**config.mk**
```make
export PLATFORM = sky130hd
export DESIGN_NAME = line_clear
export DESIGN_NICKNAME = d
export VERILOG_FILES = /design/src/rtl/line_clear_pkg.sv /design/src/rtl/line_clear_row_full.sv /design/src/rtl/line_clear.sv
export SDC_FILE = /design/constraint.sdc
export NUM_CORES = 2
export LEC_CHECK = 0
export CORE_AREA = 5 5 475 477
export CTS_CLUSTER_SIZE = 12
export DETAILED_ROUTE_END_ITERATION = 10
export DIE_AREA = 0 0 480 482
export PLACE_DENSITY_LB_ADDON = 0.3
export SYNTH_ARGS = -nofsm -noshare
export SYNTH_HDL_FRONTEND = slang
export SYNTH_SLANG_ARGS = --single-unit
```
**constraint.sdc**
```tcl
create_clock -name clk -period 12 [get_ports clk]
set_input_delay 1.8 -clock clk [delete_from_list [all_inputs] [get_ports clk]]
set_output_delay 1.8 -clock clk [all_outputs]
set_load 0.05 [all_outputs]
```
**src/rtl/line_clear_pkg.sv**
```systemverilog
// line_clear_pkg
//   Shared board geometry, brick width, FSM state encoding and the
//   row/cell bit-offset helpers used by the line-clear engine.
//   Cell (x,y) lives at bits [cell_lsb(x,y,w,c) +: c]; row y starts at
//   row_lsb(y,w,c). Row 0 is the top row, stored in the lowest bits.
package line_clear_pkg;

  localparam int BOARD_W_DEF = 10;
  localparam int BOARD_H_DEF = 20;
  localparam int BRICK_LEN   = 3;
  localparam int BOARD_SIZE  = BOARD_W_DEF * BOARD_H_DEF * BRICK_LEN;

  typedef enum logic [1:0] {
    ST_IDLE  = 2'd0,
    ST_SCAN  = 2'd1,
    ST_SHIFT = 2'd2,
    ST_DONE  = 2'd3
  } lc_state_e;

  // Bit offset of cell (x,y) in a packed board of width w and cell size c.
  function automatic int cell_lsb(input int x, input int y, input int w, input int c);
    return (y * w + x) * c;
  endfunction

  // Bit offset of the first cell of row y.
  function automatic int row_lsb(input int y, input int w, input int c);
    return y * w * c;
  endfunction

endpackage

```
**src/rtl/line_clear_row_full.sv**
```systemverilog
// line_clear_row_full
//   Combinational check that every cell of one board row is occupied.
//   Ports:
//     row  - one packed row, BOARD_W cells of CELL_W bits each
//     full - 1 when no cell in the row is zero
module line_clear_row_full
  import line_clear_pkg::*;
#(
  parameter int BOARD_W = BOARD_W_DEF,
  parameter int CELL_W  = BRICK_LEN
) (
  input  logic [BOARD_W*CELL_W-1:0] row,
  output logic                      full
);

  // AND-reduce the per-cell "occupied" flags across the row.
  always_comb begin
    full = 1'b1;
    for (int x = 0; x < BOARD_W; x++) begin
      full = full & (|row[cell_lsb(x, 0, BOARD_W, CELL_W) +: CELL_W]);
    end
  end

endmodule

```
**src/rtl/line_clear.sv**
```systemverilog
// line_clear
//   Scans a latched copy of the board from the bottom row upwards, and
//   for every full row shifts everything above it down by one, refilling
//   the top row with zeros. The compacted board and the number of rows
//   removed are published together with a one-cycle done pulse.
//   Ports:
//     clk       - system clock
//     rst       - synchronous active-low reset
//     start     - request to process board_in (ignored while busy or in reset)
//     board_in  - source board, cell (x,y) at [(y*BOARD_W+x)*CELL_W +: CELL_W]
//     board_out - compacted board from the last completed operation
//     busy      - high from the cycle after start until the done cycle
//     done      - one-cycle completion pulse
//     lines     - rows cleared by the last completed operation
module line_clear
  import line_clear_pkg::*;
#(
  parameter int BOARD_W = BOARD_W_DEF,
  parameter int BOARD_H = BOARD_H_DEF,
  parameter int CELL_W  = BRICK_LEN
) (
  input  logic                              clk,
  input  logic                              rst,
  input  logic                              start,
  input  logic [BOARD_W*BOARD_H*CELL_W-1:0] board_in,
  output logic [BOARD_W*BOARD_H*CELL_W-1:0] board_out,
  output logic                              busy,
  output logic                              done,
  output logic [4:0]                        lines
);

  localparam int ROW_BITS   = BOARD_W * CELL_W;
  localparam int BOARD_BITS = BOARD_W * BOARD_H * CELL_W;
  localparam int PTR_W      = (BOARD_H > 1) ? $clog2(BOARD_H) : 1;

  localparam logic [PTR_W-1:0] PTR_TOP   = PTR_W'(BOARD_H - 1);
  localparam logic [4:0]       LINES_MAX = 5'(BOARD_H);

  lc_state_e             state_r;
  logic [PTR_W-1:0]      ptr_r;
  logic [BOARD_BITS-1:0] board_r;
  logic [BOARD_BITS-1:0] board_out_r;
  logic [4:0]            lines_r;
  logic [4:0]            lines_out_r;
  logic                  busy_r;
  logic                  done_r;

  logic [ROW_BITS-1:0]   row_sel_s;
  logic                  row_full_s;
  logic [BOARD_BITS-1:0] shifted_s;

  // Select the row addressed by the scan pointer.
  always_comb begin
    row_sel_s = board_r[ROW_BITS-1:0];
    for (int y = 0; y < BOARD_H; y++) begin
      if (ptr_r == PTR_W'(y)) begin
        row_sel_s = board_r[row_lsb(y, BOARD_W, CELL_W) +: ROW_BITS];
      end else begin
        row_sel_s = row_sel_s;
      end
    end
  end

  line_clear_row_full #(
    .BOARD_W (BOARD_W),
    .CELL_W  (CELL_W)
  ) u_row_full (
    .row  (row_sel_s),
    .full (row_full_s)
  );

  // Board after removing the pointer row: rows 1..ptr take the row above,
  // row 0 is refilled empty, rows below the pointer keep their contents.
  // With ptr = 0 this only clears row 0.
  always_comb begin
    shifted_s = board_r;
    shifted_s[ROW_BITS-1:0] = '0;
    for (int y = 1; y < BOARD_H; y++) begin
      if (PTR_W'(y) <= ptr_r) begin
        shifted_s[row_lsb(y, BOARD_W, CELL_W) +: ROW_BITS] =
          board_r[row_lsb(y - 1, BOARD_W, CELL_W) +: ROW_BITS];
      end else begin
        shifted_s[row_lsb(y, BOARD_W, CELL_W) +: ROW_BITS] =
          board_r[row_lsb(y, BOARD_W, CELL_W) +: ROW_BITS];
      end
    end
  end

  // Control FSM, working board and all registered outputs.
  always_ff @(posedge clk) begin
    if (!rst) begin
      state_r     <= ST_IDLE;
      ptr_r       <= '0;
      board_r     <= '0;
      board_out_r <= '0;
      lines_r     <= 5'd0;
      lines_out_r <= 5'd0;
      busy_r      <= 1'b0;
      done_r      <= 1'b0;
    end else begin
      case (state_r)
        ST_IDLE: begin
          done_r <= 1'b0;
          // busy_r is still high during the done cycle, so a start that
          // coincides with done is treated as arriving while busy.
          if (start && !busy_r) begin
            board_r <= board_in;
            ptr_r   <= PTR_TOP;
            lines_r <= 5'd0;
            busy_r  <= 1'b1;
            state_r <= ST_SCAN;
          end else begin
            busy_r  <= 1'b0;
          end
        end
        ST_SCAN: begin
          if (row_full_s) begin
            lines_r <= (lines_r >= LINES_MAX) ? LINES_MAX : lines_r + 5'd1;
            state_r <= ST_SHIFT;
          end else if (ptr_r != '0) begin
            ptr_r   <= ptr_r - PTR_W'(1);
          end else begin
            state_r <= ST_DONE;
          end
        end
        ST_SHIFT: begin
          // Pointer is kept: the row that dropped into it must be rescanned.
          board_r <= shifted_s;
          state_r <= ST_SCAN;
        end
        ST_DONE: begin
          done_r      <= 1'b1;
          board_out_r <= board_r;
          lines_out_r <= lines_r;
          state_r     <= ST_IDLE;
        end
        default: begin
          busy_r  <= 1'b0;
          done_r  <= 1'b0;
          state_r <= ST_IDLE;
        end
      endcase
    end
  end

  assign board_out = board_out_r;
  assign lines     = lines_out_r;
  assign busy      = busy_r;
  assign done      = done_r;

endmodule

```
Word level (Yosys, flattened, before mapping):

Index checks and enable logic that the tools add are counted.

* add/subtract/negate cells: 2
* divide/modulo/power cells: 0
* multipliers: 0
* mux-type cells: 54
* equal/unequal tests: 46
* reductions and logical operators: 40
* bitwise gates (word level): 9
* shifts and indexed selects: 0
* magnitude comparators: 20

Operators with widths (number)
* $pmux 600 s2: 1
* $mux 30: 38
* $mux 600: 1
* $reduce_and 3->1: 20
* $ne 2x2->1 const B: 23
* $eq 5x4->1 const B: 8
* $le 4x5->1 const A: 8
* $mux 5: 6
* $reduce_or 3->1: 10
* $eq 5x3->1 const B: 4
* $eq 5x5->1 const B: 4
* $le 3x5->1 const A: 4
* $le 5x5->1 const A: 4
* $pmux 5 s2: 2
* $eq 5x2->1 const B: 2
* $le 2x5->1 const A: 2
* $and 1x1->1: 9
* $pmux 2 s4: 1
* $mux 2: 3
* $reduce_bool 2->1: 3
* $add 5x1->5 const B: 1
* $eq 5x1->1 const B: 1
* $ge 5x5->1 const B: 1
* $le 1x5->1 const A: 1
* other kinds (12): 14

* register bits: 1219
* ROM bits: 0
* memory bits (writable): 0
* memories kept: 0
* latch bits: 0

Depth between registers and ports, before layout:

* depth in word-level cells: 32
* depth in mapped cells: 20
* gate-level depth less buffers: 14

By module:

Synthesis repeated with hierarchy kept, for this count alone.

* cells, all modules: 5768
* area, all modules: 53909.2 sq um

By module, submodules not included
* line_clear: cells an instance 5752, times used 1, area an instance 53827.9 sq um, sequential area each 24403.4 sq um
* line_clear_row_full: cells an instance 16, times used 1, area an instance 81.3 sq um, sequential area each 0.0 sq um

Least setup slack after synthesis:

No wires, ideal clock.

* path kind: register -> register
* from: register ptr_r[0]
* to: register ptr_r[2]
* data arrival time: 3.978 ns
* data required time: 11.930 ns
* setup slack: 7.952 ns
* cell stages (with the launch flop): 21
* cells stage by stage: dfxtp_1 > buf_2 > clkinv_1 > ha_1 > buf_2 > buf_2 > buf_2 > clkbuf_1 > a21oi_1 > nor2_1 > a21oi_1 > nor2_1 > a211oi_1 > a31oi_1 > or4_1 > nand4_1 > o21ai_2 > or3_1 > buf_6 > or3_1 > a21boi_1

* word-level cells in the longest chain between the ends: 32

Ends and longest elaborated chain
* from (decl): line line_clear.sv:40 `logic [PTR_W-1:0] ptr_r;`
* from (signal assigned): line line_clear.sv:121 `ptr_r <= ptr_r - PTR_W'(1);`
* $eq 5x1->1: line line_clear.sv:56 `if (ptr_r == PTR_W'(y)) begin`
* $mux 30 (19 in a row): line line_clear.sv:56
* $reduce_or 3->1: line line_clear_row_full.sv:20 `full = full & (|row[cell_lsb(x, 0, BOARD_W, CELL_W) +: CELL_W]);`
* $and 1x1->1 (9 in a row): line line_clear_row_full.sv:20
* $ne 2x2->1 (no line)
* $reduce_and 4->1 (no line)

Parallel ways exist; a longest one is shown, timed or not. The select of a mux whose other input is x is not followed.
A chain may end at the register's enable or synchronous reset.

Worst setup path after layout:

* from: register ptr_r[0]
* to: register lines_r[2]

* word-level cells in the longest chain between the ends: 32

Ends and longest elaborated chain
* $eq 5x1->1: line line_clear.sv:56
* $mux 30 (18 in a row): line line_clear.sv:56
* $mux 30 (*): line line_clear.sv:56
* $reduce_or 3->1: line line_clear_row_full.sv:20
* $and 1x1->1 (8 in a row): line line_clear_row_full.sv:20
* $and 1x1->1 (*): line line_clear_row_full.sv:20
* $ne 2x2->1 (no line) (*)
* $reduce_and 3->1 (no line) (*)
* to (signal assigned): line line_clear.sv:118 `lines_r <= (lines_r >= LINES_MAX) ? LINES_MAX : lines_r + 5'd1;`
* to (decl): line line_clear.sv:43 `logic [4:0] lines_r;`

Mark *: on every way between the ends. The rest lies on a longest branch, timed or not.

==> results.ini <==
[status]
status = finished, final reports clean

[worst_setup_path]
r2r_end = lines_r[2]
r2r_start = ptr_r[0]
path_cells = buf_4 -> clkinv_1 -> ha_1 -> buf_4 -> inv_1 -> a21oi_1 -> a2111oi_0 -> o32ai_1 -> a21oi_1 -> o221ai_1 -> a41o_1 -> nand4bb_1 -> o21ai_2 -> a31oi_1 -> nor4bb_1 -> nor3b_1
cp_slowest_stage_delay_ns = 0.75
crit_fanout = 27
slowest_stage = a2111oi_0
worst-setup-path-type = register to register
cp-start-kind = register
reg2regPathDepth = 16
critical_path_arrival_ns = 7.07
required_ns = 12.67
cp-end-kind = register
crit_buf_inv = 4
crit_start = ptr_r[0]
ff2ff_setup_slack_ns = 5.60
cp_top_family = compound AO/OA/AOI/OAI gates

[detailed_routing]
ant_nets = 0
wl_per_cell_um = 34.4
drt-initial-drc-count = 4787
route.detailed.drc = 0
wirelength_um = 339000
vias = 50700
drt_first_pass_iters = 5
vias_per_cell = 5.14

[logic_synthesis]
synth_fp_nets = 6358
synth_simple_gate_area_share_pct = 13.3
async_flop_share_pct = 0
yosysWarnings = 0
synth_fa_ha_area_share_pct = 0.256
synthDistinctLibCells = 92
synth_xor_area_share_pct = 0
syn_inst = 5744
syn_avg_cell_area_um2 = 9.37
synth_top_family_by_area = multiplexers
synth_area_um2 = 53800
yosys_register_bits = 1219
ys_seq_area_share_pct = 45.3
synth_edf_count = 0
synth_compound_area_share_pct = 15.1
synth-main-ff-cell = dfxtp_1
muxShareOfSynthArea_pct = 22.1

[layout]
drive_gt1_share_pct = 6.00
fin_util_pct = 33.6
area_delta_synth_final_pct = 37.9
fin_nets = 7324
stdcell_count = 9856

[min_path]
whs_endpoint = board_out[559]
hp-class = register to register
hold_path_depth = 2
worstHoldStart = board_out[559]

[clocking]
cts_buffer_depth = 3
numCtsBuffers = 149
post_cts_buffers = 0
h-tree-depth = 4
clkSinkCount = 1219
clock_latency_ns = 0.83
clk_pin_slew_worst_paths_ns = 0.06
hold_buffers = 0
cts_root_buffer = clkbuf_16
ctsResizeCount = 0
tritoncts = done

[floorplan]
die_area_um2 = 231000
ios = 1210
die-width_um = 480
coreArea_um2 = 221000
std_cell_rows = 173
die_h_um = 482
start_util_pct = 24.4

[timing]
finalCriticalPeriod_ns = 6.40
setup-tns-final_ns = 0
fin_skew_ns = 0.0485
final_max_slew_viol_count = 0
rsz0062_at_grt = false
slew_headroom_pct = 18.3
max_freq_mhz = 156
hold_viol = 0
tightestPinTransition_ns = 1.22
setup_viol = 0
period_share_pct = 53.4

[flow_run]
max_cap_violations = 0

[grt]
antenna_found_initial = 104
grt.total_usage_pct = 27.9
overflow = 0
grt_pass1_vias = 48600
grt_pass1_wl_um = 445000
grt_max_degree = 213

[placement]
dp.cells = 9534
post-dp-hpwl_um = 262000
portBuffers = 1209
gp_congestion = 0.932

[power]
p_leak_nw = 26.0
ir_drop_uv = 149
powerDensity_nw_per_um2 = 252

-- logic make-up (layout without fill, tap and decap cells) --
logic type / after synthesis / after routing
multiplexers: 1186 / 1186
adder cells (fa/ha/maj): 11 / 11
other: 0 / 53
AND/OR/NAND/NOR: 1711 / 1711
AO/OA/AOI/OAI: 1091 / 1091
buffers and inverters: 526 / 1610
flip-flops: 1219 / 1219
-- worst max path at each step --
stage          slack (ns)  depth (start not counted)          to
6_report             5.60                         16  lines_r[2]
5_1_grt              5.62                         16    ptr_r[2]
4_1_cts              5.74                         15  lines_r[2]
3_5_place_dp         5.77                         15  lines_r[2]
3_3_place_gp         5.68                         14  lines_r[2]
2_1_floorplan        7.95                         20    ptr_r[2]
-- where the power goes --
group | internal [mW] | total [mW] | switching [mW]
Clock | 2.83 | 4.84 | 2.01
Sequential | 4.91 | 7.10 | 2.19
Combinational | 2.40 | 6.77 | 4.37
-- flip-flops by register name, indices dropped and copies added (netlist names) --
| signal | cells |
|---|---|
| ptr_r | 5 |
| board_r | 600 |
| board_out | 600 |
| state_r | 2 |
| busy | 1 |
| done | 1 |
| lines | 5 |
| lines_r | 5 |
-- per-layer routing --
metal / GRT usage, % / vias to the layer above / routed length, um
li1: - / 22700 / -
met1: 34.8 / 25000 / 141000
met2: 45.6 / 2386 / 158000
met3: 7.45 / 522 / 26400
met4: 11.5 / 78 / 13900
met5: 0 / - / 466
-- Yosys cell counts, types with 10 or more instances --
cell type | number | area share [%]
o211ai_1 | 28 | 0.39
nand2_1 | 260 | 1.8
clkbuf_1 | 411 | 2.9
ha_1 | 11 | 0.26
a221oi_1 | 15 | 0.24
a211oi_1 | 447 | 6.2
nor2b_1 | 11 | 0.13
o211a_1 | 144 | 2.7
and3_1 | 11 | 0.13
nor2_1 | 1176 | 8.2
dfxtp_1 | 1219 | 45
mux2i_1 | 1185 | 22
nand3_1 | 42 | 0.39
or3_1 | 19 | 0.22
o2111ai_1 | 10 | 0.16
o21ai_0 | 100 | 0.93
a31oi_1 | 28 | 0.33
nor3b_1 | 33 | 0.46
a21oi_1 | 132 | 1.2
o31ai_1 | 10 | 0.14
o221ai_1 | 31 | 0.50
buf_1 | 40 | 0.28
o22ai_1 | 27 | 0.31
nor4_1 | 18 | 0.21
buf_2 | 35 | 0.33
nor3_1 | 72 | 0.67
inv_1 | 23 | 0.16
-- cells in the final DEF, fill, tap and decap left out, types with 42 or more instances in the layout --
cell	instances
o21ai_0	100
nand2_1	260
nand3_1	42
mux2i_1	1185
a211oi_1	447
o211a_1	144
nor2_1	1170
dfxtp_1	1216
clkbuf_16	150
a21oi_1	123
diode_2	53
nor3_1	72
clkdlybuf4s50_1	1208
buf_4	100
-- cell type report --
cell class	count	area [um^2]
repair buffers	1317	13000
inverters	24	97.6
diodes	53	133
clock buffers	214	4330
well taps	2975	3720
flip-flops and latches	1219	24400
clock inverters	55	893
fillers	22800	147000
multi-input cells	3999	27600
-- worst reg2reg max path: stages (launching register included) --
cell and delay [ns]:
dfxtp_1 0.32, buf_4 0.39, clkinv_1 0.61, ha_1 0.72, buf_4 0.34, inv_1 0.46
a21oi_1 0.22, a2111oi_0 0.75, o32ai_1 0.43, a21oi_1 0.32, o221ai_1 0.14, a41o_1 0.24
nand4bb_1 0.24, o21ai_2 0.35, a31oi_1 0.30, nor4bb_1 0.37, nor3b_1 0.09
-- through the flow --
step                      hold slack [ns]  setup WS (ns)  area, um^2  total power, mW
final                               0.491           5.60       74200             18.7
after global placement              0.473           5.68       68800             13.9
after floorplan                     0.479           7.95       53800             10.0
after global routing                0.508           5.62       74200             19.5
after CTS                           0.494           5.74       74100             18.8
after detailed placement            0.478           5.77       68900             13.9
No activity file was read; power rests on OpenSTA's default activity.
